<file path="config.mk">
export PLATFORM = sky130hd
export DESIGN_NAME = reg_dump
export DESIGN_NICKNAME = d
export VERILOG_FILES = /design/src/rtl/reg_dump.sv
export SDC_FILE = /design/constraint.sdc
export NUM_CORES = 1
export LEC_CHECK = 0
export CAP_MARGIN = 20
export CELL_PAD_IN_SITES_DETAIL_PLACEMENT = 2
export CELL_PAD_IN_SITES_GLOBAL_PLACEMENT = 2
export CORE_MARGIN = 1
export CORE_UTILIZATION = 27
export CTS_BUF_LIST = sky130_fd_sc_hd__clkbuf_8
export CTS_CLUSTER_SIZE = 40
export DETAILED_ROUTE_END_ITERATION = 6
export PLACE_DENSITY_LB_ADDON = 0.08
export SKIP_LAST_GASP = 1
export SYNTH_ARGS = -nofsm -noshare
export SYNTH_HDL_FRONTEND = slang
export SYNTH_SLANG_ARGS = --single-unit
export TNS_END_PERCENT = 5
</file>
<file path="constraint.sdc">
create_clock -name Clk -period 1.5 [get_ports Clk]
set_input_delay 0.15 -clock Clk [delete_from_list [all_inputs] [get_ports Clk]]
set_output_delay 0.15 -clock Clk [all_outputs]
set_load 0.1 [all_outputs]
</file>
<file path="src/rtl/reg_dump.sv">
// Register-file read-out engine: walks a wrap-around address range through the
// combinational read port and streams {address, data} pairs over valid/ready.
//
// state | meaning
// IDLE  | waiting for Start; Raddr holds the last address
// LOAD  | Raddr stable, capture RdData into the output word at the edge
// SEND  | word presented, waiting for OutReady
// DONE  | one-cycle Done pulse, then back to IDLE
module reg_dump #(
    parameter int W = 8,
    parameter int D = 3
) (
    input  logic         Clk,
    input  logic         Reset_n,
    input  logic         Start,
    input  logic         Abort,
    input  logic [D-1:0] StartAddr,
    input  logic [D-1:0] EndAddr,
    output logic [D-1:0] Raddr,
    input  logic [W-1:0] RdData,
    output logic         OutValid,
    input  logic         OutReady,
    output logic [D-1:0] OutAddr,
    output logic [W-1:0] OutData,
    output logic         Busy,
    output logic         Done
);

    typedef enum logic [1:0] {
        S_IDLE,
        S_LOAD,
        S_SEND,
        S_DONE
    } state_t;

    state_t         state_q, state_d;
    logic [D-1:0]   cur_q, cur_d;
    logic [D-1:0]   end_q, end_d;
    logic           valid_q, valid_d;
    logic [D-1:0]   addr_q, addr_d;
    logic [W-1:0]   data_q, data_d;
    logic           busy_q, busy_d;
    logic           done_q, done_d;

    always_ff @(posedge Clk or negedge Reset_n) begin
        if (!Reset_n) begin
            state_q <= S_IDLE;
            cur_q   <= '0;
            end_q   <= '0;
            valid_q <= 1'b0;
            addr_q  <= '0;
            data_q  <= '0;
            busy_q  <= 1'b0;
            done_q  <= 1'b0;
        end else begin
            state_q <= state_d;
            cur_q   <= cur_d;
            end_q   <= end_d;
            valid_q <= valid_d;
            addr_q  <= addr_d;
            data_q  <= data_d;
            busy_q  <= busy_d;
            done_q  <= done_d;
        end
    end

    always_comb begin
        state_d = state_q;
        cur_d   = cur_q;
        end_d   = end_q;
        valid_d = valid_q;
        addr_d  = addr_q;
        data_d  = data_q;
        case (state_q)
            S_IDLE: begin
                if (Start) begin
                    cur_d   = StartAddr;
                    end_d   = EndAddr;
                    state_d = S_LOAD;
                end
            end
            S_LOAD: begin
                if (Abort) begin
                    state_d = S_IDLE;
                end else begin
                    data_d  = RdData;
                    addr_d  = cur_q;
                    valid_d = 1'b1;
                    state_d = S_SEND;
                end
            end
            S_SEND: begin
                // A handshake coinciding with Abort still counts as delivered.
                if (Abort) begin
                    valid_d = 1'b0;
                    state_d = S_IDLE;
                end else if (OutReady) begin
                    valid_d = 1'b0;
                    if (cur_q == end_q) begin
                        state_d = S_DONE;
                    end else begin
                        cur_d   = cur_q + D'(1);
                        state_d = S_LOAD;
                    end
                end
            end
            S_DONE: begin
                state_d = S_IDLE;
            end
            default: begin
                state_d = S_IDLE;
            end
        endcase
        busy_d = (state_d == S_LOAD) || (state_d == S_SEND);
        done_d = (state_d == S_DONE);
    end

    assign Raddr    = cur_q;
    assign OutValid = valid_q;
    assign OutAddr  = addr_q;
    assign OutData  = data_q;
    assign Busy     = busy_q;
    assign Done     = done_q;

endmodule

</file>
==> results.sh <==
export IMPL_overflow=0
export IMPL_path_max_fanout=4
export IMPL_synth_area_um2=1000
export IMPL_synthToLayoutAreaGrowth_pct=80.4
export IMPL_final_cell_area_mm2=0.00180
export IMPL_drive_above_1_share_pct=51.3
export IMPL_num_rows=21
export IMPL_io_buffers=35
export IMPL_synth_top_area_share_pct=55.1
export IMPL_grt_first_pass_wirelength_um=4490
export IMPL_max_freq_ghz=0.622
export IMPL_hold_buffers=0
export IMPL_cpMaxStageDelayCell="dfrtp_4"
export IMPL_viasPerCell=4.53
export IMPL_dp_cells=161
export IMPL_drt_wl_total_um=2830
export IMPL_die_x_um=62.9
export IMPL_cts_sinks=22
export IMPL_tns_ns=-0.176
export IMPL_relSlewSlack_pct=79.2
export IMPL_grt_max_degree=23
export IMPL_ys_seq_elements=22
export IMPL_post_cts_repair_setup_buffers=0
export IMPL_synth_fa_ha_area_share_pct=2.50
export IMPL_rsz0062_at_grt="true"
export IMPL_drtAntennaViolNets=0
export IMPL_yosys_area_share_simple_pct=8.14
export IMPL_synth_area_per_cell_um2=14.3
export IMPL_vias=748
export IMPL_fin_crit_sh_pct=107
export IMPL_nNetsFinal=141
export IMPL_synth_top_family_by_area="multiplexers"
export IMPL_setup_viol=3
export IMPL_numCtsBuffers=3
export IMPL_gp_congestion=0.693
export IMPL_tightestPinTransition_ns=0.311
export IMPL_worst_clock_skew_ns=0.0102
export IMPL_wire_per_inst_um=17.2
export IMPL_drtPass1Iterations=4
export IMPL_outcome="finished, violations left"
export IMPL_path_class="flip-flop to flip-flop"
export IMPL_synthCells=70
export IMPL_setup_ws_ns=-0.107
export IMPL_cts_htree_levels=1
export IMPL_start_kind="flip-flop"
export IMPL_cts_tree="built"
export IMPL_required_ns=1.63
export IMPL_placed_area_mm2=0.00169
export IMPL_endpoint_kind="flip-flop"
export IMPL_synth_compound_area_share_pct=7.63
export IMPL_period_minus_slack_ns=1.61
export IMPL_synth_fp_nets=91
export IMPL_start_util_pct=29.0
export IMPL_hp_class="input pin to asynchronous set/reset pin"
export IMPL_ys_flop_type="dfrtp_1"
export IMPL_hpwl_um=2040
export IMPL_ys_types=23
export IMPL_antenna_found_initial=0
export IMPL_grt_pass1_vias=844
export IMPL_drt_iter0_drc=13
export IMPL_wl_met3_um=94
export IMPL_synthMuxAreaShare_pct=21.7
export IMPL_failed_checks="setup timing"
export IMPL_dieArea_mm2=0.00395
export IMPL_synth_edff_count=0
export IMPL_antennaDiodeCount=0
export IMPL_synth_yosys_warnings=0
export IMPL_ys_async_sr_fraction_pct=100
export IMPL_seq_area_frac_synth_pct=55.1
export IMPL_drc=0
export IMPL_drt_met1_wl_um=1210
export IMPL_pin_count=36
export IMPL_ctsLongestPathBuffers=2
export IMPL_finalMaxSlewViolations=0
export IMPL_synth_xor_area_share_pct=3.50
export IMPL_max_cap_viol_count=0
export IMPL_slowest_delay_ns=0.52
export IMPL_insertion_delay_ns=0.26
export IMPL_crit_path_cell_trace="xnor2_4 > buf_4 > o2111ai_2 > buf_4 > a31oi_1 > a31oi_1"
export IMPL_finalNonFillerCells=165
export IMPL_wl_met2_um=1520
export IMPL_fp_coreArea_mm2=0.00344
export IMPL_timing_final_hold_violations=0
export IMPL_top_layer="met4"
export IMPL_die_h_um=62.9
export IMPL_synth_top_cell_by_area="dfrtp_1"
export IMPL_synthTopCellsByArea="dfrtp_1 55%, mux2_4 15%, mux2_2 5.6%"
export IMPL_global_route_usage_total_pct=14.8
export IMPL_cts_root_buffer="clkbuf_8"
export IMPL_clk_pin_slew_worst_paths_ns=0.08
export IMPL_arrival_ns=1.74
-- what timing repair did --
item	in CTS	in global routing
resized for setup	1	8
gates cloned	0	0
pin swaps	3	2
setup endpoints to repair	1	6
-- final cells by class --
cell class	instances	area (um2)
well taps	46	57.6
repair buffers	46	607
flip-flops and latches	22	562
clock inverters	1	3.75
clock buffers	3	41.3
multi-input cells	46	528
fillers	319	1640
inverters	1	3.75
-- metrics by stage --
stage | setup WS, ns | hold WS (ns) | util [%]
5_1_grt | -0.153 | 0.271 | 52.4
3_5_place_dp | -0.0809 | 0.523 | 49.1
6_report | -0.107 | 0.226 | 52.4
4_1_cts | -0.0272 | 0.242 | 50.7
2_1_floorplan | -0.100 | -0.146 | -
3_3_place_gp | -0.0305 | 0.515 | 49.1
-- critical path, delay by kind of cell, from the launching register on --
family | cells | cell delay, ns
xor gates and xnor gates | 1 | 0.20
AOI/OAI and AO/OA | 3 | 0.43
DFF | 1 | 0.52
buffers and inverters | 2 | 0.33
-- worst paths after layout --
path	startpoint	end	slack [ns]	depth (start not counted)
max	Raddr[0]$_DFFE_PN0P_	Raddr[0]$_DFFE_PN0P_	-0.11	6
max in group asynchronous	Reset_n	Raddr[1]$_DFFE_PN0P_	1.02	2
max reg2reg	Raddr[0]$_DFFE_PN0P_	Raddr[0]$_DFFE_PN0P_	-0.11	6
min	Reset_n	OutAddr[2]$_DFFE_PN0P_	0.23	2
min in group Clk	EndAddr[0]	end_q[0]$_DFFE_PN0P_	0.50	2
min reg2reg	OutData[0]$_DFFE_PN0P_	OutData[0]$_DFFE_PN0P_	0.58	1
-- cells by family after synthesis --
group | after synthesis
compound gates | 11
buf+inv | 2
simple gates | 13
flops | 22
mux | 16
xor+xnor | 4
fa+ha+maj | 2
-- registers in the layout, summed over array words and instances, names as in the netlist --
signal and cells:
Raddr 3, state_q 2, Done 1, end_q 3
OutData 8, OutAddr 3, Busy 1, OutValid 1
-- synthesized netlist by cell type (2+ instances only) --
cell type and n:
xnor2_1 4, o21ai_0 2, a31oi_1 4, nor2_1 2, nand2b_1 2, nand2_1 3, dfrtp_1 22, a21oi_1 2
mux2_4 10, mux2_2 5, ha_1 2
-- metal layers --
layer	vias to the layer above	global-route usage, %
li1	344	-
met1	383	19.4
met2	19	25.3
met3	2	2.55
met4	0	3.49
met5	-	0
-- placed cells by master (no fill, tap or decap), types with 2 or more instances in the layout --
| master | n |
|---|---|
| mux2_2 | 5 |
| nor2_1 | 2 |
| a21oi_1 | 2 |
| buf_4 | 10 |
| o21ai_0 | 2 |
| inv_1 | 2 |
| a31oi_1 | 3 |
| clkdlybuf4s50_1 | 18 |
| dfrtp_4 | 3 |
| nand2_1 | 2 |
| clkbuf_8 | 3 |
| buf_12 | 17 |
| mux2_4 | 10 |
| dfrtp_1 | 19 |
| nand2b_1 | 2 |
| xnor2_4 | 3 |
Power is left out: the tool's default activity adds up to more than one toggle a clock period on the data nets, which glitch-free logic cannot reach.
